===== config.mk =====
export PLATFORM = sky130hd
export DESIGN_NAME = sync_fifo_v2
export DESIGN_NICKNAME = d
export VERILOG_FILES = /design/src/rtl/sync_fifo_v2.sv
export SDC_FILE = /design/constraint.sdc
export NUM_CORES = 1
export LEC_CHECK = 0
export ABC_AREA = 1
export CAP_MARGIN = 20
export CORE_ASPECT_RATIO = 1.5
export CORE_MARGIN = 5
export CORE_UTILIZATION = 60
export CTS_BUF_LIST = sky130_fd_sc_hd__clkbuf_16
export DETAILED_ROUTE_END_ITERATION = 8
export HOLD_SLACK_MARGIN = 0.08
export MAX_ROUTING_LAYER = met4
export PLACE_DENSITY = 0.88
export SYNTH_ARGS = -nofsm -noshare
export SYNTH_HDL_FRONTEND = slang
export SYNTH_SLANG_ARGS = --single-unit

===== constraint.sdc =====
create_clock -name clk_i -period 3.35 [get_ports clk_i]
set_input_delay 0.335 -clock clk_i [delete_from_list [all_inputs] [get_ports clk_i]]
set_output_delay 0.335 -clock clk_i [all_outputs]
set_load 0.005 [all_outputs]

===== src/rtl/sync_fifo_v2.sv =====
// Synchronous FIFO with arbitrary depth, optional first-word-fall-through,
// programmable almost-full/empty thresholds and sticky error flags.
module sync_fifo_v2 #(
  parameter  int WIDTH = 32,
  parameter  int DEPTH = 16,
  parameter  int FWFT  = 0,
  localparam int CNT_W = $clog2(DEPTH + 1)
) (
  input  logic             clk_i,
  input  logic             rst_i,
  input  logic             flush_i,
  input  logic [WIDTH-1:0] wdata_i,
  input  logic             wr_en_i,
  input  logic             rd_en_i,
  output logic [WIDTH-1:0] rdata_o,
  input  logic [CNT_W-1:0] afull_th_i,
  input  logic [CNT_W-1:0] aempty_th_i,
  input  logic             clr_err_i,
  output logic             full_o,
  output logic             empty_o,
  output logic             afull_o,
  output logic             aempty_o,
  output logic [CNT_W-1:0] elements_o,
  output logic             overflow_o,
  output logic             underflow_o
);

  localparam int PTR_W = $clog2(DEPTH);
  localparam logic [PTR_W-1:0] LAST = PTR_W'(DEPTH - 1);
  localparam logic [CNT_W-1:0] FULL = CNT_W'(DEPTH);

  logic [WIDTH-1:0] mem_q [DEPTH];

  logic [PTR_W-1:0] wr_ptr_q, wr_ptr_d;
  logic [PTR_W-1:0] rd_ptr_q, rd_ptr_d;
  logic [CNT_W-1:0] count_q, count_d;
  logic [WIDTH-1:0] rdata_q, rdata_d;
  logic             ovf_q, ovf_d;
  logic             udf_q, udf_d;

  logic rd_acc;
  logic wr_acc;

  always_comb begin
    rd_acc = rd_en_i & (count_q != '0) & ~flush_i;
    wr_acc = wr_en_i & ~flush_i & ((count_q != FULL) | rd_acc);

    wr_ptr_d = wr_ptr_q;
    rd_ptr_d = rd_ptr_q;
    count_d  = count_q;
    rdata_d  = rdata_q;

    if (flush_i) begin
      wr_ptr_d = '0;
      rd_ptr_d = '0;
      count_d  = '0;
    end else begin
      if (wr_acc)
        wr_ptr_d = (wr_ptr_q == LAST) ? '0 : wr_ptr_q + PTR_W'(1);
      if (rd_acc)
        rd_ptr_d = (rd_ptr_q == LAST) ? '0 : rd_ptr_q + PTR_W'(1);
      unique case ({wr_acc, rd_acc})
        2'b10:   count_d = count_q + CNT_W'(1);
        2'b01:   count_d = count_q - CNT_W'(1);
        default: count_d = count_q;
      endcase
    end

    // FWFT keeps rdata at the next head; a word landing in the head
    // slot this cycle has to bypass the array.
    if (FWFT != 0) begin
      if (count_d != '0)
        rdata_d = (wr_acc && rd_ptr_d == wr_ptr_q) ?
                  wdata_i : mem_q[rd_ptr_d];
    end else if (rd_acc) begin
      rdata_d = mem_q[rd_ptr_q];
    end

    ovf_d = (ovf_q & ~clr_err_i) | (wr_en_i & ~flush_i & ~wr_acc);
    udf_d = (udf_q & ~clr_err_i) |
            (rd_en_i & ~flush_i & (count_q == '0));
  end

  always_ff @(posedge clk_i) begin
    if (rst_i) begin
      wr_ptr_q <= '0;
      rd_ptr_q <= '0;
      count_q  <= '0;
      rdata_q  <= '0;
      ovf_q    <= 1'b0;
      udf_q    <= 1'b0;
    end else begin
      wr_ptr_q <= wr_ptr_d;
      rd_ptr_q <= rd_ptr_d;
      count_q  <= count_d;
      rdata_q  <= rdata_d;
      ovf_q    <= ovf_d;
      udf_q    <= udf_d;
    end
  end

  always_ff @(posedge clk_i) begin
    if (wr_acc && !rst_i)
      mem_q[wr_ptr_q] <= wdata_i;
  end

  assign rdata_o     = rdata_q;
  assign elements_o  = count_q;
  assign full_o      = (count_q == FULL);
  assign empty_o     = (count_q == '0);
  assign afull_o     = (count_q >= afull_th_i);
  assign aempty_o    = (count_q <= aempty_th_i);
  assign overflow_o  = ovf_q;
  assign underflow_o = udf_q;

endmodule

==> results of run 1 <==
-- cell families after synthesis --
kind of cell | count (synthesis) | synth area share
AOI/OAI and AO/OA | 61 | 0.01641
xor gates and xnor gates | 4 | 0.001450
adders and majority gates | 19 | 0.01015
buffers and inverters | 539 | 0.09101
DFF | 559 | 0.6751
and+or+nand+nor | 1135 | 0.2059
-- power breakdown --
group          internal [mW]  switching [mW]
sequential              7.65          0.0262
combinational          0.197           0.362
clock                   3.21            2.47
total                   11.1            2.85
-- worst min-delay path: stages --
cell and delay [ns]:
clkdlybuf4s50_1 0.46, inv_1 0.05, nand2_1 0.05, a21oi_1 0.06
-- final cells by class --
type | instances | share of cell area
flip-flops and latches | 559 | 0.5988
clock inverters | 41 | 0.01391
clock buffers | 49 | 0.04498
well taps | 506 | 0.02322
inverters | 422 | 0.05829
repair buffers | 132 | 0.04902
multi-input cells | 1219 | 0.2118
-- registers in the layout, summed over array words and instances (netlist names) --
register,flops
mem_q,512
rdata_o,32
elements_o,5
rd_ptr_q,4
wr_ptr_q,4
overflow_o,1
underflow_o,1
-- through the flow --
stage	hold WS [ns]	setup WS, ns	std cells	area, sq um	util
finish	0.4326	0.6292	2928	27260	0.6801
global route	0.4496	0.4965	2928	27260	0.6801
CTS	0.4198	0.6076	2928	27260	0.6801
detailed placement	0.4640	0.5223	2838	25660	0.6400
global placement	0.4565	0.6173	2838	25660	0.6400
floorplan	0.4339	0.5356	2317	24170	-
-- worst paths after layout --
kind | cells after the start | from | endpoint
worst max-delay path | 9 | elements_o[0]$_SDFFE_PP0P_ | afull_o
worst min-delay path | 4 | clr_err_i | underflow_o$_SDFF_PP0_
worst max register to register | 7 | elements_o[2]$_SDFFE_PP0P_ | mem_q[3][23]$_DFFE_PP_
worst min register to register | 2 | underflow_o$_SDFF_PP0_ | underflow_o$_SDFF_PP0_
-- cell usage after synthesis --
cell | n | share of area
ha_1 | 18 | 0.0093
dfxtp_1 | 47 | 0.039
nand2_2 | 1 | 0.00026
clkbuf_2 | 6 | 0.0012
or2_2 | 47 | 0.012
buf_2 | 39 | 0.0081
or2_1 | 18 | 0.0047
fa_1 | 1 | 0.00083
inv_2 | 2 | 0.00031
nand3b_1 | 2 | 0.00062
nand2_1 | 541 | 0.084
o21bai_1 | 2 | 0.00062
edfxtp_1 | 512 | 0.64
o211ai_1 | 32 | 0.0099
o21ai_0 | 7 | 0.0014
o21ai_1 | 1 | 0.00021
nor3_1 | 2 | 0.00041
o22ai_1 | 1 | 0.00026
a21oi_1 | 16 | 0.0033
a21o_1 | 2 | 0.00062
inv_1 | 420 | 0.065
buf_1 | 13 | 0.0020
buf_4 | 20 | 0.0062
nand3_1 | 429 | 0.089
xnor2_1 | 1 | 0.00036
nor2_1 | 94 | 0.015
clkbuf_1 | 33 | 0.0051
nor3b_1 | 1 | 0.00031
xor2_1 | 3 | 0.0011
buf_6 | 6 | 0.0028
-- per-layer routing --
layer	share of wire	up-vias	global-route usage
li1	-	7667	-
met1	0.34	8079	0.3065
met2	0.51	1119	0.4632
met3	0.092	234	0.03694
met4	0.057	0	0.1422
met5	0	-	-
==> flow_metrics.env, run 1 <==
export IMPL_status="finished clean"
export IMPL_final_cell_mix="nand2_1, edfxtp_1, nand3_1, inv_1, clkdlybuf4s50_1"
export IMPL_hold_path_class="in -> reg"
export IMPL_grt_pass1_vias=17330
export IMPL_tightest_slew_ns=1.028
export IMPL_antennaDiodeCount=0
export IMPL_drv_slew=0
export IMPL_cts_sinks=559
export IMPL_globalplace_congestion=0.8518
export IMPL_ys_seq_elements=559
export IMPL_setup_viol=0
export IMPL_routedWlPerCell_um=20.22
export IMPL_fillers=2526
export IMPL_layout_area_seq_sq_mm=0.01633
export IMPL_end_kind="output pin"
export IMPL_cts_hold_buf=0
export IMPL_cp_num_buf_inv=2
export IMPL_path_max_fanout=5
export IMPL_cts_max_level=2
export IMPL_grt_overflow_total=0
export IMPL_portBuffers=90
export IMPL_relSlewSlack=0.3150
export IMPL_min_period_over_period=0.8122
export IMPL_nNetsFinal=2449
export IMPL_synthToLayoutAreaGrowth_pct=12.80
export IMPL_ios=91
export IMPL_cp_start_kind="flop"
export IMPL_cts_tree="yes"
export IMPL_cts_resized_gates=0
export IMPL_fmax_mhz=367.5
export IMPL_antenna_found_initial=0
export IMPL_synth_yosys_seq_area_share=0.6751
export IMPL_die_area_sq_mm=0.04448
export IMPL_ant_nets=0
export IMPL_multi_input_area_sq_mm=0.005773
export IMPL_synth_nets=2384
export IMPL_vdd_ir_drop_max_v=0.0003024
export IMPL_grt_max_degree=173
export IMPL_cellPowerDensity_mw_per_mm2=510.2
export IMPL_synthDistinctLibCells=30
export IMPL_max_cap_violations=0
export IMPL_slowest_delay_ns=0.44
export IMPL_cellLeakagePower_nw=11.09
export IMPL_grt_usage=0.2692
export IMPL_drt_pass1_iter_count=8
export IMPL_fin_skew_ns=0.01262
export IMPL_clockBufferDepth=3
export IMPL_period_minus_slack_ns=2.721
export IMPL_syn_cell_area_sq_mm=0.02417
export IMPL_cp_common_cell="nand2_1"
export IMPL_criticalPathCategory="reg -> out"
export IMPL_critical_path_top_delay_family="buffers and inverters"
export IMPL_cp_data_required_time_ns=3.01
export IMPL_synthCells=2317
export IMPL_core_area_sq_mm=0.04009
export IMPL_routed_wl_mm=59.20
export IMPL_num_rows=90
export IMPL_r2r_slack_ns=0.86
export IMPL_start_util=0.6029
export IMPL_hold_viol_final=0
export IMPL_post_cts_buffers=0
export IMPL_drtIter0Drc=2059
export IMPL_clkTransAtPathRegs_ns=0.06
export IMPL_die_w_um=173.9
export IMPL_path_cells="inv_1 -> ha_1 -> o21ai_0 -> nand2_1 -> nand2_1 -> nand2_1 -> a21oi_1 -> o21bai_1 -> clkdlybuf4s50_1"
export IMPL_cp_slowest_cell="clkdlybuf4s50_1"
export IMPL_dp_hpwl_mm=33.90
export IMPL_yosys_warnings=0
export IMPL_clk_latency_ns=0.58
export IMPL_die_h_um=255.8
export IMPL_layout_drive_gt1_share=0.07762
export IMPL_tns_ns=0
export IMPL_power_mw=13.91
export IMPL_syn_area_per_cell_sq_um=10.43
export IMPL_vias_per_cell=5.840
export IMPL_rsz0062_at_grt="false"
export IMPL_vias=17100
export IMPL_cts_root_buffer="clkbuf_16"
export IMPL_numCtsBuffers=48
export IMPL_final_common_cell="nand2_1"
export IMPL_arrival_ns=2.39
export IMPL_drcViolationCount=0
export IMPL_grt_pass1_wl_mm=92.34
Power figures use the tool's default switching activity.
==> inputs of run 2 (changes only) <==
--- a/config.mk
+++ b/config.mk
@@ -9,12 +9,12 @@
 export CAP_MARGIN = 20
 export CORE_ASPECT_RATIO = 1.5
 export CORE_MARGIN = 5
-export CORE_UTILIZATION = 60
+export CORE_UTILIZATION = 55
 export CTS_BUF_LIST = sky130_fd_sc_hd__clkbuf_16
 export DETAILED_ROUTE_END_ITERATION = 8
 export HOLD_SLACK_MARGIN = 0.08
 export MAX_ROUTING_LAYER = met4
-export PLACE_DENSITY = 0.88
+export PLACE_DENSITY = 0.85
 export SYNTH_ARGS = -nofsm -noshare
 export SYNTH_HDL_FRONTEND = slang
 export SYNTH_SLANG_ARGS = --single-unit
==> constraint.sdc (replaced) <==
create_clock -name clk_i -period 2.5 [get_ports clk_i]
set_input_delay 0.25 -clock clk_i [delete_from_list [all_inputs] [get_ports clk_i]]
set_output_delay 0.25 -clock clk_i [all_outputs]
set_load 0.005 [all_outputs]
==> flow_metrics.env, run 2 (same netlist as run 1, synthesis figures left out) <==
export IMPL_holdPathStages=3
export IMPL_routed_wl_mm=57.79
export IMPL_clk_latency_ns=0.57
export IMPL_drt_pass1_iter_count=9
export IMPL_largest_reg_flops=512
export IMPL_post_cts_buffers=0
export IMPL_die_h_um=266.7
export IMPL_grt_pass1_wl_mm=90.11
export IMPL_synthToLayoutAreaGrowth_pct=14.63
export IMPL_core_area_sq_mm=0.04363
export IMPL_layout_drive_gt1_share=0.08279
export IMPL_routedWlPerCell_um=19.16
export IMPL_period_minus_slack_ns=2.376
export IMPL_die_w_um=181.2
export IMPL_cts_max_level=2
export IMPL_relSlewSlack=0.2461
export IMPL_drv_slew=0
export IMPL_cp_slowest_cell="dfxtp_1"
export IMPL_fin_util=0.6349
export IMPL_drtIter0Drc=2128
export IMPL_cts_root_buffer="clkbuf_16"
export IMPL_vias=16870
export IMPL_final_common_cell="nand2_1"
export IMPL_grt_overflow_total=0
export IMPL_drcViolationCount=0
export IMPL_r2r_slack_ns=0.21
export IMPL_antenna_found_initial=0
export IMPL_min_period_over_period=0.9505
export IMPL_arrival_ns=2.13
export IMPL_hold_ws_ns=0.3420
export IMPL_vdd_ir_drop_max_v=0.0004872
export IMPL_fin_skew_ns=0.01906
export IMPL_nNetsFinal=2468
export IMPL_path_cells="buf_4 -> inv_2 -> ha_1 -> o21ai_1 -> nand2_1 -> nand2_1 -> nand2_1 -> a21oi_1 -> o21bai_1 -> dlygate4sd2_1"
export IMPL_cellPowerDensity_mw_per_mm2=657.5
export IMPL_top_register="mem_q"
export IMPL_final_area_sq_mm=0.02770
export IMPL_vias_per_cell=5.594
export IMPL_holdPathEnd="overflow_o$_SDFF_PP0_"
export IMPL_reg2reg_to="mem_q[3][13]$_DFFE_PP_"
export IMPL_cts_sinks=559
export IMPL_final_cell_mix="nand2_1, edfxtp_1, inv_1, nand3_1, clkdlybuf4s50_1"
export IMPL_tightest_slew_ns=1.128
export IMPL_cp_common_cell="nand2_1"
export IMPL_reg2regPathDepth=7
export IMPL_hold_path_startpoint="rst_i"
export IMPL_grt_usage=0.2430
export IMPL_path_max_fanout=4
export IMPL_status="finished clean"
export IMPL_place_area_sq_mm=0.02618
export IMPL_clkTransAtPathRegs_ns=0.06
export IMPL_antennaDiodeCount=0
export IMPL_grt_max_degree=148
export IMPL_dpl_cell_count=2927
export IMPL_end_kind="output pin"
export IMPL_final_cells=3016
export IMPL_power_mw=18.21
export IMPL_rsz0062_at_grt="false"
export IMPL_cp_data_required_time_ns=2.25
export IMPL_ant_nets=0
export IMPL_cts_tree="yes"
export IMPL_portBuffers=90
export IMPL_ios=91
export IMPL_cellLeakagePower_nw=11.23
export IMPL_slowest_delay_ns=0.33
export IMPL_cp_start_kind="flop"
export IMPL_max_cap_violations=0
export IMPL_hold_path_class="in -> reg"
export IMPL_fmax_mhz=420.8
export IMPL_start_util=0.5539
export IMPL_die_area_sq_mm=0.04832
export IMPL_numCtsBuffers=47
export IMPL_rr_startpoint="elements_o[3]$_SDFFE_PP0P_"
export IMPL_num_rows=94
export IMPL_dp_hpwl_mm=34.86
export IMPL_criticalPathCategory="reg -> out"
export IMPL_globalplace_congestion=0.8573
export IMPL_cts_hold_buf=0
export IMPL_hold_viol_final=0
export IMPL_cts_resized_gates=4
export IMPL_clockBufferDepth=3
export IMPL_setup_viol=0
export IMPL_grt_pass1_vias=16850
## run 2: cell count changes in the layout (fill, tap and decap cells not counted), sizes merged, moves of 2 or more
cell	delta
clkdlybuf4s50	-2
dlygate4sd2	+2
inv	+2
buf	+20
bufinv	-3
## run 2: area by class of cell
class	instances	area, sq um
fillers	2971	15930
clock inverters	40	302.8
multi-input cells	1219	5773
well taps	576	720.7
repair buffers	152	1792
flip-flops and latches	559	16330
inverters	422	1589
clock buffers	48	1201
## run 2: per-layer routing
metal / global-route usage / routed length [um]
met5: - / 0
met4: 0.09215 / 2071
met3: 0.04867 / 5909
met2: 0.4154 / 29560
met1: 0.2862 / 20250
## run 2: how the worst max path moves through the flow
stage                                     from                      to  slack [ns]
CTS                 elements_o[0]$_SDFFE_PP0P_                 afull_o        0.09
global placement                       wr_en_i  mem_q[7][12]$_DFFE_PP_       -0.21
detailed placement                     wr_en_i  mem_q[7][16]$_DFFE_PP_       -0.22
global route        elements_o[0]$_SDFFE_PP0P_                 afull_o        0.03
finish              elements_o[0]$_SDFFE_PP0P_                 afull_o        0.12
floorplan           elements_o[2]$_SDFFE_PP0P_   mem_q[0][0]$_DFFE_PP_       -0.31
## run 2: where the power goes
part	leakage (nW)	total [mW]	switching, mW	internal, mW
Sequential	4.99	10.3	0.0271	10.2
Combinational	5.46	0.781	0.493	0.288
Clock	0.779	7.16	3.25	3.92
## run 2: worst max-delay path, delay by kind of cell, from the launching register on
kind	cells	cell delay, ns
buffers and inverters	3	0.45
AND/OR/NAND/NOR	3	0.20
flip-flops	1	0.33
adder cells (fa/ha/maj)	1	0.27
AO/OA/AOI/OAI	3	0.34
## run 2: stage by stage
| step | TNS, ns | setup slack, ns |
|---|---|---|
| floorplan | -154.68 | -0.3069 |
| global placement | -15.25 | -0.2113 |
| detailed placement | -17.70 | -0.2163 |
| CTS | 0 | 0.08683 |
| global route | 0 | 0.03376 |
| finish | 0 | 0.1236 |
